`config.mk`:
```
export PLATFORM = sky130hd
export DESIGN_NAME = i2c_slave_regfile
export DESIGN_NICKNAME = d
export VERILOG_FILES = /design/src/rtl/i2c_slave_regfile.sv
export SDC_FILE = /design/constraint.sdc
export NUM_CORES = 1
export LEC_CHECK = 0
export CAP_MARGIN = 20
export CORE_UTILIZATION = 45
export DETAILED_ROUTE_END_ITERATION = 10
export GPL_ROUTABILITY_DRIVEN = 0
export HOLD_SLACK_MARGIN = 0.1
export PLACE_DENSITY_LB_ADDON = 0.08
export SLEW_MARGIN = 20
export SYNTH_ARGS = -nofsm -noshare
export SYNTH_HDL_FRONTEND = slang
export SYNTH_SLANG_ARGS = --single-unit
```
`constraint.sdc`:
```
create_clock -name Clk -period 1.95 [get_ports Clk]
set_input_delay 0.4875 -clock Clk [delete_from_list [all_inputs] [get_ports Clk]]
set_output_delay 0.4875 -clock Clk [all_outputs]
set_load 0.02 [all_outputs]
```
`src/rtl/i2c_slave_regfile.sv`:
```
// Register file behind an I2C slave byte engine: pointer decode, staged per-register
// writes, snapshotted reads. Optional read-only enforcement via I2C_REGFILE_READONLY_EN.
module i2c_slave_regfile #(
  parameter int ADDRESSLENGTH = 8,
  parameter int ADDRESSNUM = 4,
  parameter int NBYTES = 2,
  parameter logic [ADDRESSNUM-1:0] READONLY = '0
) (
  input  logic                              Clk,
  input  logic                              Reset,
  input  logic [ADDRESSLENGTH*ADDRESSNUM-1:0] AddressList,
  input  logic                              Start,
  input  logic                              Stop,
  input  logic                              RxValid,
  input  logic [7:0]                        RxByte,
  input  logic                              TxReq,
  output logic                              RxAck,
  output logic [7:0]                        TxByte,
  output logic                              TxValid,
  output logic                              AddressFound,
  output logic [ADDRESSNUM-1:0]             WriteStrobe,
  output logic [8*NBYTES*ADDRESSNUM-1:0]    DataOut
);

  // state   | meaning
  // IDLE    | bus idle or after STOP, byte events ignored
  // POINTER | after START, next written byte selects a register
  // WRITE   | pointer matched, bytes stage into the current register
  // READ    | transmitting snapshotted register bytes
  // ERROR   | pointer missed, NACK writes and send 0xFF until START/STOP

  localparam int PW = (ADDRESSNUM > 1) ? $clog2(ADDRESSNUM) : 1;
  localparam int CW = (NBYTES > 1) ? $clog2(NBYTES) : 1;

`ifdef I2C_REGFILE_READONLY_EN
  localparam logic RO_ENFORCE = 1'b1;
`else
  localparam logic RO_ENFORCE = 1'b0;
`endif

  typedef enum logic [2:0] {S_IDLE, S_POINTER, S_WRITE, S_READ, S_ERROR} state_t;

  state_t state, state_next;

  logic [PW-1:0]                           ptr;
  logic [PW-1:0]                           ptr_inc;
  logic [CW-1:0]                           cnt;
  logic [NBYTES-1:0][7:0]                  staging;
  logic [NBYTES-1:0][7:0]                  shadow;
  logic [NBYTES-1:0][7:0]                  commit_val;
  logic [ADDRESSNUM-1:0][NBYTES-1:0][7:0]  regs;
  logic                                    hit;
  logic [PW-1:0]                           hit_idx;
  logic                                    ro_cur;
  logic                                    last_byte;

  assign DataOut   = regs;
  assign ro_cur    = RO_ENFORCE & READONLY[ptr];
  assign last_byte = (cnt == CW'(NBYTES - 1));
  assign ptr_inc   = (ptr == PW'(ADDRESSNUM - 1)) ? '0 : ptr + 1'b1;

  // Descending scan so the lowest matching index is the one that sticks.
  always_comb begin
    hit = 1'b0;
    hit_idx = '0;
    for (int i = ADDRESSNUM - 1; i >= 0; i--) begin
      if (AddressList[ADDRESSLENGTH*i +: ADDRESSLENGTH] == RxByte[ADDRESSLENGTH-1:0]) begin
        hit = 1'b1;
        hit_idx = PW'(i);
      end
    end
  end

  always_comb begin
    commit_val = staging;
    commit_val[cnt] = RxByte;
  end

  always_ff @(posedge Clk) begin
    if (Reset) state <= S_IDLE;
    else       state <= state_next;
  end

  always_comb begin
    state_next = state;
    if (Start) begin
      state_next = S_POINTER;
    end else if (Stop) begin
      state_next = S_IDLE;
    end else if (state == S_POINTER) begin
      if (RxValid)     state_next = hit ? S_WRITE : S_ERROR;
      else if (TxReq)  state_next = S_READ;
    end
  end

  always_ff @(posedge Clk) begin
    if (Reset) begin
      ptr          <= '0;
      cnt          <= '0;
      staging      <= '0;
      shadow       <= '0;
      regs         <= '0;
      RxAck        <= 1'b0;
      TxByte       <= 8'h00;
      TxValid      <= 1'b0;
      AddressFound <= 1'b0;
      WriteStrobe  <= '0;
    end else begin
      TxValid     <= 1'b0;
      WriteStrobe <= '0;
      if (Start) begin
        cnt     <= '0;
        staging <= '0;
        RxAck   <= 1'b0;
      end else if (Stop) begin
        cnt     <= '0;
        staging <= '0;
      end else if (RxValid) begin
        case (state)
          S_POINTER: begin
            AddressFound <= hit;
            RxAck        <= hit;
            if (hit) ptr <= hit_idx;
          end
          S_WRITE: begin
            RxAck <= ~ro_cur;
            if (!ro_cur) staging[cnt] <= RxByte;
            if (last_byte) begin
              if (!ro_cur) begin
                regs[ptr]        <= commit_val;
                WriteStrobe[ptr] <= 1'b1;
              end
              cnt <= '0;
              ptr <= ptr_inc;
            end else begin
              cnt <= cnt + 1'b1;
            end
          end
          default: RxAck <= 1'b0;
        endcase
      end else if (TxReq) begin
        case (state)
          S_POINTER, S_READ: begin
            TxValid <= 1'b1;
            // Snapshot at byte 0 keeps a multi-byte read coherent.
            if (cnt == '0) begin
              shadow <= regs[ptr];
              TxByte <= regs[ptr][0];
            end else begin
              TxByte <= shadow[cnt];
            end
            if (last_byte) begin
              cnt <= '0;
              ptr <= ptr_inc;
            end else begin
              cnt <= cnt + 1'b1;
            end
          end
          S_ERROR: begin
            TxValid <= 1'b1;
            TxByte  <= 8'hFF;
          end
          default: ;
        endcase
      end
    end
  end

endmodule

```
; ---- After elaboration in Yosys (flattened, before gate mapping)
; Index checks and enable logic that the tools add are counted.
[word_totals]
regBits = 109
word_cells = 108
[op_classes]
eq_ne = 12
muxes = 41
n_lt_le_gt_ge = 4
addsub = 2
n_reduce_logical = 23
n_bitwise = 6
[op_table]
columns = operator, n
row1 = $bwmux W64, 1
row2 = $bmux W16 S2, 1
row3 = $demux W16 S2, 1
row4 = $eq A8 B8 Y1, 4
row5 = $mux W16, 2
row6 = $mux W8, 3
row7 = $mux W2, 10
row8 = $bwmux W16, 1
row9 = $pmux W8 S2, 1
row10 = $mux W1, 14
row11 = $reduce_and A6 Y1, 2
row12 = $reduce_and A5 Y1, 2
row13 = $mux W3, 3
row14 = $demux W8 S1, 1
row15 = $reduce_and A2 Y1, 4
row16 = $eq A3 B2 Y1 const B, 2
row17 = $not A1 Y1, 6
row18 = $reduce_bool A2 Y1, 3
row19 = $reduce_or A3 Y1, 2
row20 = $reduce_or A6 Y1, 1
row21 = $reduce_or A5 Y1, 1
row22 = $pmux W2 S2, 1
row23 = $reduce_and A4 Y1, 1
row24 = $reduce_bool A4 Y1, 1
row25 = other kinds (18), 20

; ---- Longest topological paths before layout
; Gate-level depths: netlist (run 1).
[logic_depth]
depth_word = 10
depth_mapped = 9
depth_no_buf = 6

; ---- Worst setup path after synthesis (run 1)
; Ideal clock, no wire load.
[synth_timing]
kind = in2reg
start = input port RxByte[1]
end = register ptr[0]
path_buffers = 1
setup_ps = 121
required_ps = 1829
path_stages = 7
arrival_ps = 1870
slack_ps = -41
cell_sequence = buf_4 > xor2_1 > nor4_1 > and2_1 > nor4b_4 > a21oi_2 > mux2_2
[synth_between]
elab_chain_len = 8
[synth_lines]
columns = element, line_no
row1 = "start, declared", 15  ; input logic [7:0] RxByte,
row2 = $eq A8 B8 Y1, 67  ; if (AddressList[ADDRESSLENGTH*i +: ADDRESSLENGTH] == RxByte[ADDRESSLENGTH-1:0]) begin
row3 = $mux W2 (4 in series), 67
row4 = $mux W2, 123  ; if (hit) ptr <= hit_idx;
row5 = $pmux W2 S2, 119  ; case (state)
row6 = $mux W2, 118  ; end else if (RxValid) begin
row7 = "end signal, assigned", 123
row8 = "end signal, assigned", 134  ; ptr <= ptr_inc;
row9 = "end signal, assigned", 154  ; ptr <= ptr_inc;
row10 = "end, declared", 45  ; logic [PW-1:0] ptr;
; Parallel ways exist; a longest one is shown, timed or not. The select of a mux whose other input is x is not followed.
; A chain may end at the register's enable or synchronous reset.

; ---- Final worst setup path (run 1)
[layout_timing]
start = input port RxByte[2]
end = register ptr[0]
; Same word-level chain as after synthesis.

==> results of run 1 <==
==> Yosys cell counts (2+ instances only) <==
cell and n:
nor3_4 2, a211oi_1 89, dfxtp_1 109, buf_1 3
xnor2_1 16, ha_1 4, nand2b_1 3, a2111oi_0 2
nor4_1 5, clkbuf_1 15, and2_1 5, nand4_1 4
buf_2 9, xor2_1 17, a21oi_1 7, o21ai_0 3
nor2b_1 5, mux4_2 16, buf_6 10, nand2_1 5
mux2i_1 33, nor2_1 112, nor3_1 3, inv_1 4
buf_4 10
==> how the worst min path moves through the flow <==
stage | start | slack (ns) | to | cells past startpoint
2_1_floorplan | shadow[10] | 0.46 | shadow[10] | 2
3_3_place_gp | shadow[10] | 0.47 | shadow[10] | 2
3_5_place_dp | staging[12] | 0.49 | staging[12] | 2
4_1_cts | staging[12] | 0.50 | staging[12] | 2
5_1_grt | staging[13] | 0.53 | staging[13] | 2
6_report | staging[8] | 0.50 | staging[8] | 2
==> layout make-up <==
class	count	area, sq um	area share
clock buffers	9	124	0.0177
clock inverters	6	48.8	0.00695
inverters	5	18.8	0.00267
multi-input cells	346	2650	0.377
flip-flops and latches	109	2180	0.311
well taps	140	175	0.0250
repair buffers	180	1820	0.260
==> metal layers <==
layer  GRT usage  vias to the layer above  share of wire  wire (um)
met5           0                        -              0          0
met4      0.0646                        0          0.013        195
met3      0.0393                       16          0.052        745
met2       0.410                      115           0.49       7080
met1       0.337                     2117           0.44       6430
li1            -                     2111              -          -
==> registers in the layout, indices dropped and copies added (netlist names), 2 cells and up <==
signal and count:
staging 16, WriteStrobe 4, shadow 8, DataOut 64
ptr 2, state 3, TxByte 8
==> power by group through the flow <==
stage,clock network (W),logic (W),registers [W]
final,0.00125,0.000395,0.00224
after global routing,0.00138,0.000425,0.00224
after CTS,0.00128,0.000386,0.00224
after detailed placement,0,0.000380,0.00229
after global placement,0,0.000374,0.00229
after floorplan,0,0.000184,0.00229
==> cells by family (layout without fill, tap and decap cells) <==
logic type,count (synthesis),count (layout),share of synthesized area
xor gates and xnor gates,33,33,0.0575
DFF,109,109,0.434
buffers and inverters,52,200,0.0634
muxes,50,50,0.140
AOI/OAI and AO/OA,109,109,0.160
and+or+nand+nor,150,150,0.136
adders and majority gates,4,4,0.00995
==> worst max-delay path, stage by stage <==
cell,delay (ns)
dlygate4sd2_1,0.36
xor2_1,0.22
nor4_2,0.09
and2_4,0.18
nor4b_4,0.39
a21oi_2,0.12
mux2_4,0.31
==> through the flow <==
step           cell area, sq um  power (W)  setup slack (ns)  utilization  TNS [ns]
2_1_floorplan              5040    0.00247            0.0100            -         0
3_3_place_gp               6640    0.00266            -0.639        0.613    -25.77
3_5_place_dp               6640    0.00267            -0.708        0.613    -27.61
4_1_cts                    6860    0.00391           0.00330        0.633         0
5_1_grt                    7020    0.00404           -0.0161        0.647   -0.0161
6_report                   7020    0.00389            0.0492        0.647         0
==> timing repair <==
| action | CTS | global route |
|---|---|---|
| cloned | 0 | 2 |
| buffers inserted | 1 | 3 |
| pin swaps | 8 | 26 |
| setup endpoints to repair | 6 | 68 |
| gates resized for setup | 22 | 47 |
==> run metrics, run 1 <==
Buffers on Ports=124; first-pass GRT wire length=22100 um; vias in the first global route=4195; clock transition at the registers of the reported paths=0.10 ns; internal power=0.00290 W; cell at the root of the clock tree=clkbuf_8; Area growth syn-to-layout=39.6%; Net Sw Power=0.000985 W; most common cell after layout, fill and taps aside=nor2_1; Yosys reg bits=109; Pleak=2.43 nW; Slew headroom=0.615; via count=4359; final worst-path cycle share=0.975; Cell Pwr Density=554 mW/mm^2; VDD IR max=0.000313 V; Core Area=0.0108 sq mm; outcome=completed; DRT antenna net count=0; YS warnings=0; drt first pass iters=4; CTS buffer count=9; Synthesized Nets=557; largest net degree at the start of global routing=64; f_max=526 MHz; die width=108 um; Post-Syn Area=0.00503 sq mm; GR Util All Layers=0.248; Worst EP required=2.20 ns; endpoints failing setup=0; Avg Inst Size Synth=9.92 sq um; diode count=0; Longest Clk Path Bufs=2; Sequential Power Share=0.576; dominant cell type by area after synthesis=dfxtp_1; Placed Instances=775; initial antenna violation count=0; Final nets=701; RR Endpoint=DataOut[55]; Worst Setup SP=RxByte[2]; Ports=125; worst reg2reg path depth=8; top cells by area, synth=dfxtp_1, a211oi_1, nor2_1; commonest non-fill, non-tap cells in the layout=nor2_1, dfxtp_1, clkdlybuf4s50_1, a211oi_1, buf_4; worst slew pin tran=0.562 ns; area of the die=0.0116 sq mm; FF-to-FF Start=state[1]; drt drc=0; Final min period=1.90 ns; Main synth FF type=dfxtp_1; Post-Synthesis Cells=507; area share of the largest cell type after synthesis=0.434; switching part of the total=0.254; DRT Wirelength=14400 um; CTS sink count=109; layout cells sized above 1=0.186; clk_lat worst skew=0.37 ns; max_cap viols=0; CP endpoint kind=flop; Netlist cell types=41; CP Class=in -> reg; fin. max-slew vios=0; Remaining Overflow, GRT=0; Worst Path Max Fanout=5; crit path launch type=primary input; # hold bufs at CTS=0; Die Span Y=108 um; DR iter-0 viols=208; FF-to-FF setup slack=0.19 ns; sequential area share after synthesis=0.434; final hold slack=0.501 ns; Initial Utilization=0.464; skew final=0.0124 ns; Final HPWL DP=9770 um; final std cells w/o fill=795; Post-synth EDFFs=0; Rows=38; H-tree depth=3; WL/cell=18.2 um; Via density=5.48; critical path arrival=2.16 ns; Filler cells=909; power share of the combinational group=0.102; CP endpoint=ptr[0]; Min-Delay Path Class=reg -> reg; Post-synth ARST share=0; power share of the clock group=0.323; final count of hold timing violations=0; CTS tree=built
No activity file was read; power rests on OpenSTA's default activity.
==> run 2, diff against run 1 <==
--- a/config.mk
+++ b/config.mk
@@ -6,7 +6,7 @@
 export NUM_CORES = 1
 export LEC_CHECK = 0
 export CAP_MARGIN = 20
-export CORE_UTILIZATION = 45
+export CORE_UTILIZATION = 50
 export DETAILED_ROUTE_END_ITERATION = 10
 export GPL_ROUTABILITY_DRIVEN = 0
 export HOLD_SLACK_MARGIN = 0.1
==> constraint.sdc (replaced) <==
create_clock -name Clk -period 2.2 [get_ports Clk]
set_input_delay 0.55 -clock Clk [delete_from_list [all_inputs] [get_ports Clk]]
set_output_delay 0.55 -clock Clk [all_outputs]
set_load 0.02 [all_outputs]
==> run metrics, run 2 (synthesis gave the netlist of run 1 again) <==
crit path launch type=primary input (unchanged); diode count=0 (unchanged); Core Area=0.00977 sq mm (was 0.0108 sq mm); RR Endpoint=ptr[0] (was DataOut[55]); drt first pass iters=4 (unchanged); first-pass GRT wire length=21200 um (was 22100 um); CP Cell Sequence=clkdlybuf4s50_1, xor2_1, nor4_2, nand2_1, a211oi_1, a2111oi_1, mux2_2 (was dlygate4sd2_1, xor2_1, nor4_2, and2_4, nor4b_4, a21oi_2, mux2_4); CTS tree=built (unchanged); vias in the first global route=4061 (was 4195); area of the die=0.0105 sq mm (was 0.0116 sq mm); WHS Path Cells=2 (unchanged); Worst Path Max Fanout=3 (was 5); cell at the root of the clock tree=clkbuf_8 (unchanged); GR Util All Layers=0.266 (was 0.248); Sequential Power Share=0.577 (was 0.576); internal power=0.00260 W (was 0.00290 W); DRT Wirelength=13300 um (was 14400 um); power share of the clock group=0.329 (was 0.323); CTS buffer count=9 (unchanged); Net Sw Power=0.000844 W (was 0.000985 W); Min-Delay Path Class=in -> reg (was reg -> reg); worst reg2reg path depth=5 (was 8); clock transition at the registers of the reported paths=0.10 ns (about the same); endpoints failing setup=0 (unchanged); post-route core utilization=0.696 (was 0.647); critical path arrival=2.38 ns (was 2.16 ns); slowest CP cell=clkdlybuf4s50_1 (was nor4b_4); initial antenna violation count=0 (unchanged); final hold slack=0.401 ns (was 0.501 ns); # hold bufs at CTS=0 (unchanged); skew final=0.0108 ns (was 0.0124 ns); Placed Instances=761 (was 775); Initial Utilization=0.514 (was 0.464); final std cells w/o fill=776 (was 795); Final TNS setup=0 ns (unchanged); max reg flops=64 (unchanged); WL/cell=17.1 um (was 18.2 um); Worst EP required=2.45 ns (was 2.20 ns); CTS sink count=109 (unchanged); Longest Clk Path Bufs=2 (unchanged); Die Span Y=102 um (was 108 um); Final HPWL DP=9650 um (was 9770 um); Cell Pwr Density=506 mW/mm^2 (was 554 mW/mm^2); Final nets=689 (was 701); Hold Startpoint=Reset (was staging[8]); FF-to-FF setup slack=0.13 ns (was 0.19 ns); Via density=5.42 (was 5.48); final count of hold timing violations=0 (unchanged); worst slew pin tran=0.794 ns (was 0.562 ns); final worst-path cycle share=0.965; power share of the combinational group=0.095 (was 0.102); cell area after placement=0.00658 sq mm (was 0.00664 sq mm); layout cells sized above 1=0.138 (was 0.186); CP Class=in -> reg (unchanged); largest net degree at the start of global routing=71 (was 64); Rows=36 (was 38); sink of the worst hold path=state[0] (was staging[8]); unrepaired setup endpoints after global routing=no; max_cap viols=0 (unchanged); drt drc=0 (unchanged); Remaining Overflow, GRT=0 (unchanged); Slew headroom=0.465 (was 0.615); switching part of the total=0.245 (was 0.254); Ports=125 (unchanged); Buffers on Ports=124 (unchanged); design area=0.00680 sq mm (was 0.00702 sq mm); fin. max-slew vios=0 (unchanged); Area growth syn-to-layout=35.2% (was 39.6%); H-tree depth=3 (unchanged); DR iter-0 viols=172 (was 208); via count=4207 (was 4359); commonest non-fill, non-tap cells in the layout=clkdlybuf4s50_1, nor2_1, dfxtp_1, a211oi_1, buf_4 (was nor2_1, dfxtp_1, clkdlybuf4s50_1, a211oi_1, buf_4); Pleak=2.18 nW (was 2.43 nW); Final min period=2.12 ns; f_max=471 MHz; most common cell after layout, fill and taps aside=clkdlybuf4s50_1 (was nor2_1); CP endpoint kind=flop (unchanged); FF-to-FF Start=state[0] (was state[1]); Filler cells=788 (was 909); VDD IR max=0.000385 V (was 0.000313 V); outcome=completed (unchanged); clk_lat worst skew=0.36 ns (was 0.37 ns); CP max stage delay=0.44 ns (was 0.39 ns); die width=102 um (was 108 um); DRT antenna net count=0 (unchanged)
## run 2: worst max-delay path by stage
stage | from | endpoint | slack [ns] | cells after the start
CTS | RxByte[7] | ptr[0] | 0.02 | 8
global placement | RxByte[6] | ptr[0] | -0.43 | 8
floorplan | RxByte[1] | ptr[0] | 0.15 | 7
global route | AddressList[0] | RxAck | 0.01 | 9
detailed placement | RxByte[5] | ptr[0] | -0.50 | 8
finish | AddressList[17] | ptr[0] | 0.08 | 7
## run 2: final cells by class
cell class              count  area, sq um  area share
inverters                   5         18.8     0.00276
repair buffers            168         1680       0.247
clock inverters             5         45.0     0.00662
clock buffers              10          138      0.0202
flip-flops and latches    109         2180       0.321
multi-input cells         346         2570       0.378
well taps                 133          166      0.0245
## run 2: power by group through the flow
stage                     sequential (W)  combinational (W)  clock [W]
after floorplan                  0.00203           0.000161          0
after global placement           0.00203           0.000315          0
after detailed placement         0.00203           0.000320          0
after CTS                        0.00199           0.000321    0.00116
after global routing             0.00199           0.000350    0.00126
final                            0.00199           0.000325    0.00113
## run 2: per-layer routing
layer	share of wire	global-route usage	vias up
li1	-	-	2076
met1	0.44	0.358	1999
met2	0.49	0.437	124
met3	0.061	0.0561	8
met4	0.0060	0.0637	0
met5	0	0	-
## run 2: per-stage QoR
| step | worst slack (ns) | total power [W] |
|---|---|---|
| finish | 0.0760 | 0.00344 |
| global route | 0.0131 | 0.00359 |
| CTS | 0.0165 | 0.00347 |
| detailed placement | -0.495 | 0.00235 |
| global placement | -0.425 | 0.00235 |
| floorplan | 0.147 | 0.00219 |
## run 2: worst max-delay path, delay by kind of cell
family / cells / cell delay (ns)
mux: 1 / 0.31
compound gates: 2 / 0.40
simple gates: 2 / 0.51
xor+xnor: 1 / 0.16
buf+inv: 1 / 0.44
## run 2: repair_timing
action,CTS,global route
gates resized for setup,9,9
endpoints found under the setup margin,4,4
cloned,0,0
pin swaps,4,6
buffers inserted,0,0
==> run 3, diff against run 2 <==
--- a/config.mk
+++ b/config.mk
@@ -5,6 +5,7 @@
 export SDC_FILE = /design/constraint.sdc
 export NUM_CORES = 1
 export LEC_CHECK = 0
+export ABC_AREA = 1
 export CAP_MARGIN = 20
 export CORE_UTILIZATION = 50
 export DETAILED_ROUTE_END_ITERATION = 10
==> run metrics, run 3 <==
fin. max-slew vios=0 (unchanged); CTS sink count=109 (unchanged); outcome=completed (unchanged); CP endpoint kind=flop (unchanged); Longest Clk Path Bufs=2 (unchanged); Final TNS setup=0 ns (unchanged); CP Class=in -> reg (unchanged); design area=0.00729 sq mm (was 0.00680 sq mm); FF-to-FF setup slack=0.36 ns (was 0.13 ns); area of the die=0.0112 sq mm (was 0.0105 sq mm); Post-Syn Area=0.00540 sq mm (was 0.00503 sq mm); Area growth syn-to-layout=35.0% (was 35.2%); Post-synth EDFFs=0 (unchanged); VDD IR max=0.000311 V (was 0.000385 V); diode count=0 (unchanged); Core Area=0.0104 sq mm (was 0.00977 sq mm); area of the multi-input gates=0.00264 sq mm (was 0.00257 sq mm); Yosys reg bits=109 (unchanged); H-tree depth=3 (unchanged); vias in the first global route=5581 (was 4061); Top Layer Used=met4 (unchanged); die width=106 um (was 102 um); top cells by area, synth=dfxtp_1, nand2_1, a21oi_1 (was dfxtp_1, a211oi_1, nor2_1); met3 wire len=1150 um (was 815 um); initial antenna violation count=0 (unchanged); Buffers on Ports=124 (unchanged); Final HPWL DP=12500 um (was 9650 um); Pleak=3.06 nW (was 2.18 nW); Worst EP required=2.48 ns (was 2.45 ns); # hold bufs at CTS=0 (unchanged); final worst-path cycle share=0.899 (was 0.965); DRT Wirelength=16600 um (was 13300 um); Avg Inst Size Synth=6.65 sq um (was 9.92 sq um); clk_lat worst skew=0.38 ns (was 0.36 ns); top post-synthesis cells by count=nand2_1, a21oi_1, dfxtp_1 (was nor2_1, dfxtp_1, a211oi_1); commonest non-fill, non-tap cells in the layout=nand2_1, clkdlybuf4s50_1, a21oi_1, dfxtp_1, o21ai_0 (was clkdlybuf4s50_1, nor2_1, dfxtp_1, a211oi_1, buf_4); Min-Delay Path Class=reg -> reg (was in -> reg); Post-synth ARST share=0 (unchanged); endpoints failing setup=0 (unchanged); final std cells w/o fill=1097 (was 776); Remaining Overflow, GRT=0 (unchanged); YS warnings=0 (unchanged); Placed Instances=1081 (was 761); Ports=125 (unchanged); Seq. cell area=0.00218 sq mm (about the same); area share of the largest cell type after synthesis=0.404 (was 0.434); DR iter-0 viols=423 (was 172); Synthesized Nets=862 (was 557); drt drc=0 (unchanged); most common cell in the netlist=nand2_1 (was nor2_1); Slew headroom=0.460 (was 0.465); Rows=37 (was 36); Worst Path Max Fanout=6 (was 3); CTS-repair resized insts=0 (was 9); CTS buffer count=9 (unchanged); Total Power=0.00364 W (was 0.00344 W); Main synth FF type=dfxtp_1 (unchanged); unrepaired setup endpoints after global routing=no (unchanged); first-pass GRT wire length=27000 um (was 21200 um); clock transition at the registers of the reported paths=0.11 ns (was 0.10 ns); skew final=0.0180 ns (was 0.0108 ns); GR Util All Layers=0.303 (was 0.266); WL/cell=15.1 um (was 17.1 um); drt first pass iters=5 (was 4); critical path arrival=2.26 ns (was 2.38 ns); Netlist cell types=32 (was 41); final count of hold timing violations=0 (unchanged); met2 WL=7910 um (was 6520 um); sequential area share after synthesis=0.404 (was 0.434); Final nets=1006 (was 689); Die Span Y=106 um (was 102 um); f_max=506 MHz (was 471 MHz); most common cell after layout, fill and taps aside=nand2_1 (was clkdlybuf4s50_1); CTS tree=built (unchanged); Post-Synthesis Cells=812 (was 507); via count=5928 (was 4207); dominant cell type by area after synthesis=dfxtp_1 (unchanged); cell at the root of the clock tree=clkbuf_8 (unchanged); Cell Pwr Density=499 mW/mm^2 (was 506 mW/mm^2); Initial Utilization=0.519 (was 0.514); max reg flops=64 (unchanged); Filler cells=948 (was 788); largest net degree at the start of global routing=36 (was 71); worst slew pin tran=0.802 ns (was 0.794 ns); post-route core utilization=0.700 (was 0.696); WL met1=7110 um (was 5890 um); Final min period=1.98 ns (was 2.12 ns); Via density=5.40 (was 5.42); crit path launch type=primary input (unchanged); setup bufs post-CTS=0 (unchanged); max_cap viols=0 (unchanged); DRT antenna net count=0 (unchanged); layout cells sized above 1=0.0895 (was 0.138); cell area after placement=0.00710 sq mm (was 0.00658 sq mm)
## run 3: power by group
| group | total [W] | switching [W] | internal (W) |
|---|---|---|---|
| Combinational | 0.000473 | 0.000265 | 0.000208 |
| Clock | 0.00118 | 0.000746 | 0.000433 |
| Sequential | 0.00199 | 0.00000599 | 0.00198 |
## run 3: worst max-delay path: stages
cell	delay, ns
clkdlybuf4s50_1	0.57
inv_1	0.12
nand2_1	0.08
nand2_1	0.05
nand2_1	0.07
nor2_1	0.06
nand2_1	0.08
nand2_1	0.09
nor2_1	0.22
nand3_2	0.16
a21oi_1	0.17
nor2_1	0.06
## run 3: per-stage QoR
stage,hold slack [ns],worst slack [ns]
after floorplan,0.424,0.261
after CTS,0.458,0.187
after detailed placement,0.442,-0.164
final,0.463,0.222
after global routing,0.496,0.00539
after global placement,0.432,-0.0441
## run 3: cell type report
type | instances | share of cell area
clock buffers | 9 | 0.0170
multi-input cells | 551 | 0.362
flip-flops and latches | 109 | 0.299
inverters | 106 | 0.0551
repair buffers | 179 | 0.235
clock inverters | 7 | 0.00789
well taps | 136 | 0.0233
## run 3: worst paths after layout
kind                     from          end  cells after the start
setup / recovery    RxByte[0]       ptr[1]                     12
hold / removal    staging[10]  staging[10]                      2
setup reg to reg       ptr[0]       ptr[1]                      8
hold reg to reg   staging[10]  staging[10]                      2
## run 3: routing by layer
layer  up-vias  track usage
li1       2906            -
met1      2712        0.398
met2       272        0.501
met3        38       0.0411
met4         0        0.126
met5         -            0
## run 3: logic make-up after synthesis
family	share of synthesized area
flip-flops	0.404
buffers and inverters	0.108
XOR/XNOR	0.0195
adder cells (fa/ha/maj)	0.00927
multiplexers	0.00371
AND/OR/NAND/NOR	0.206
AO/OA/AOI/OAI	0.249
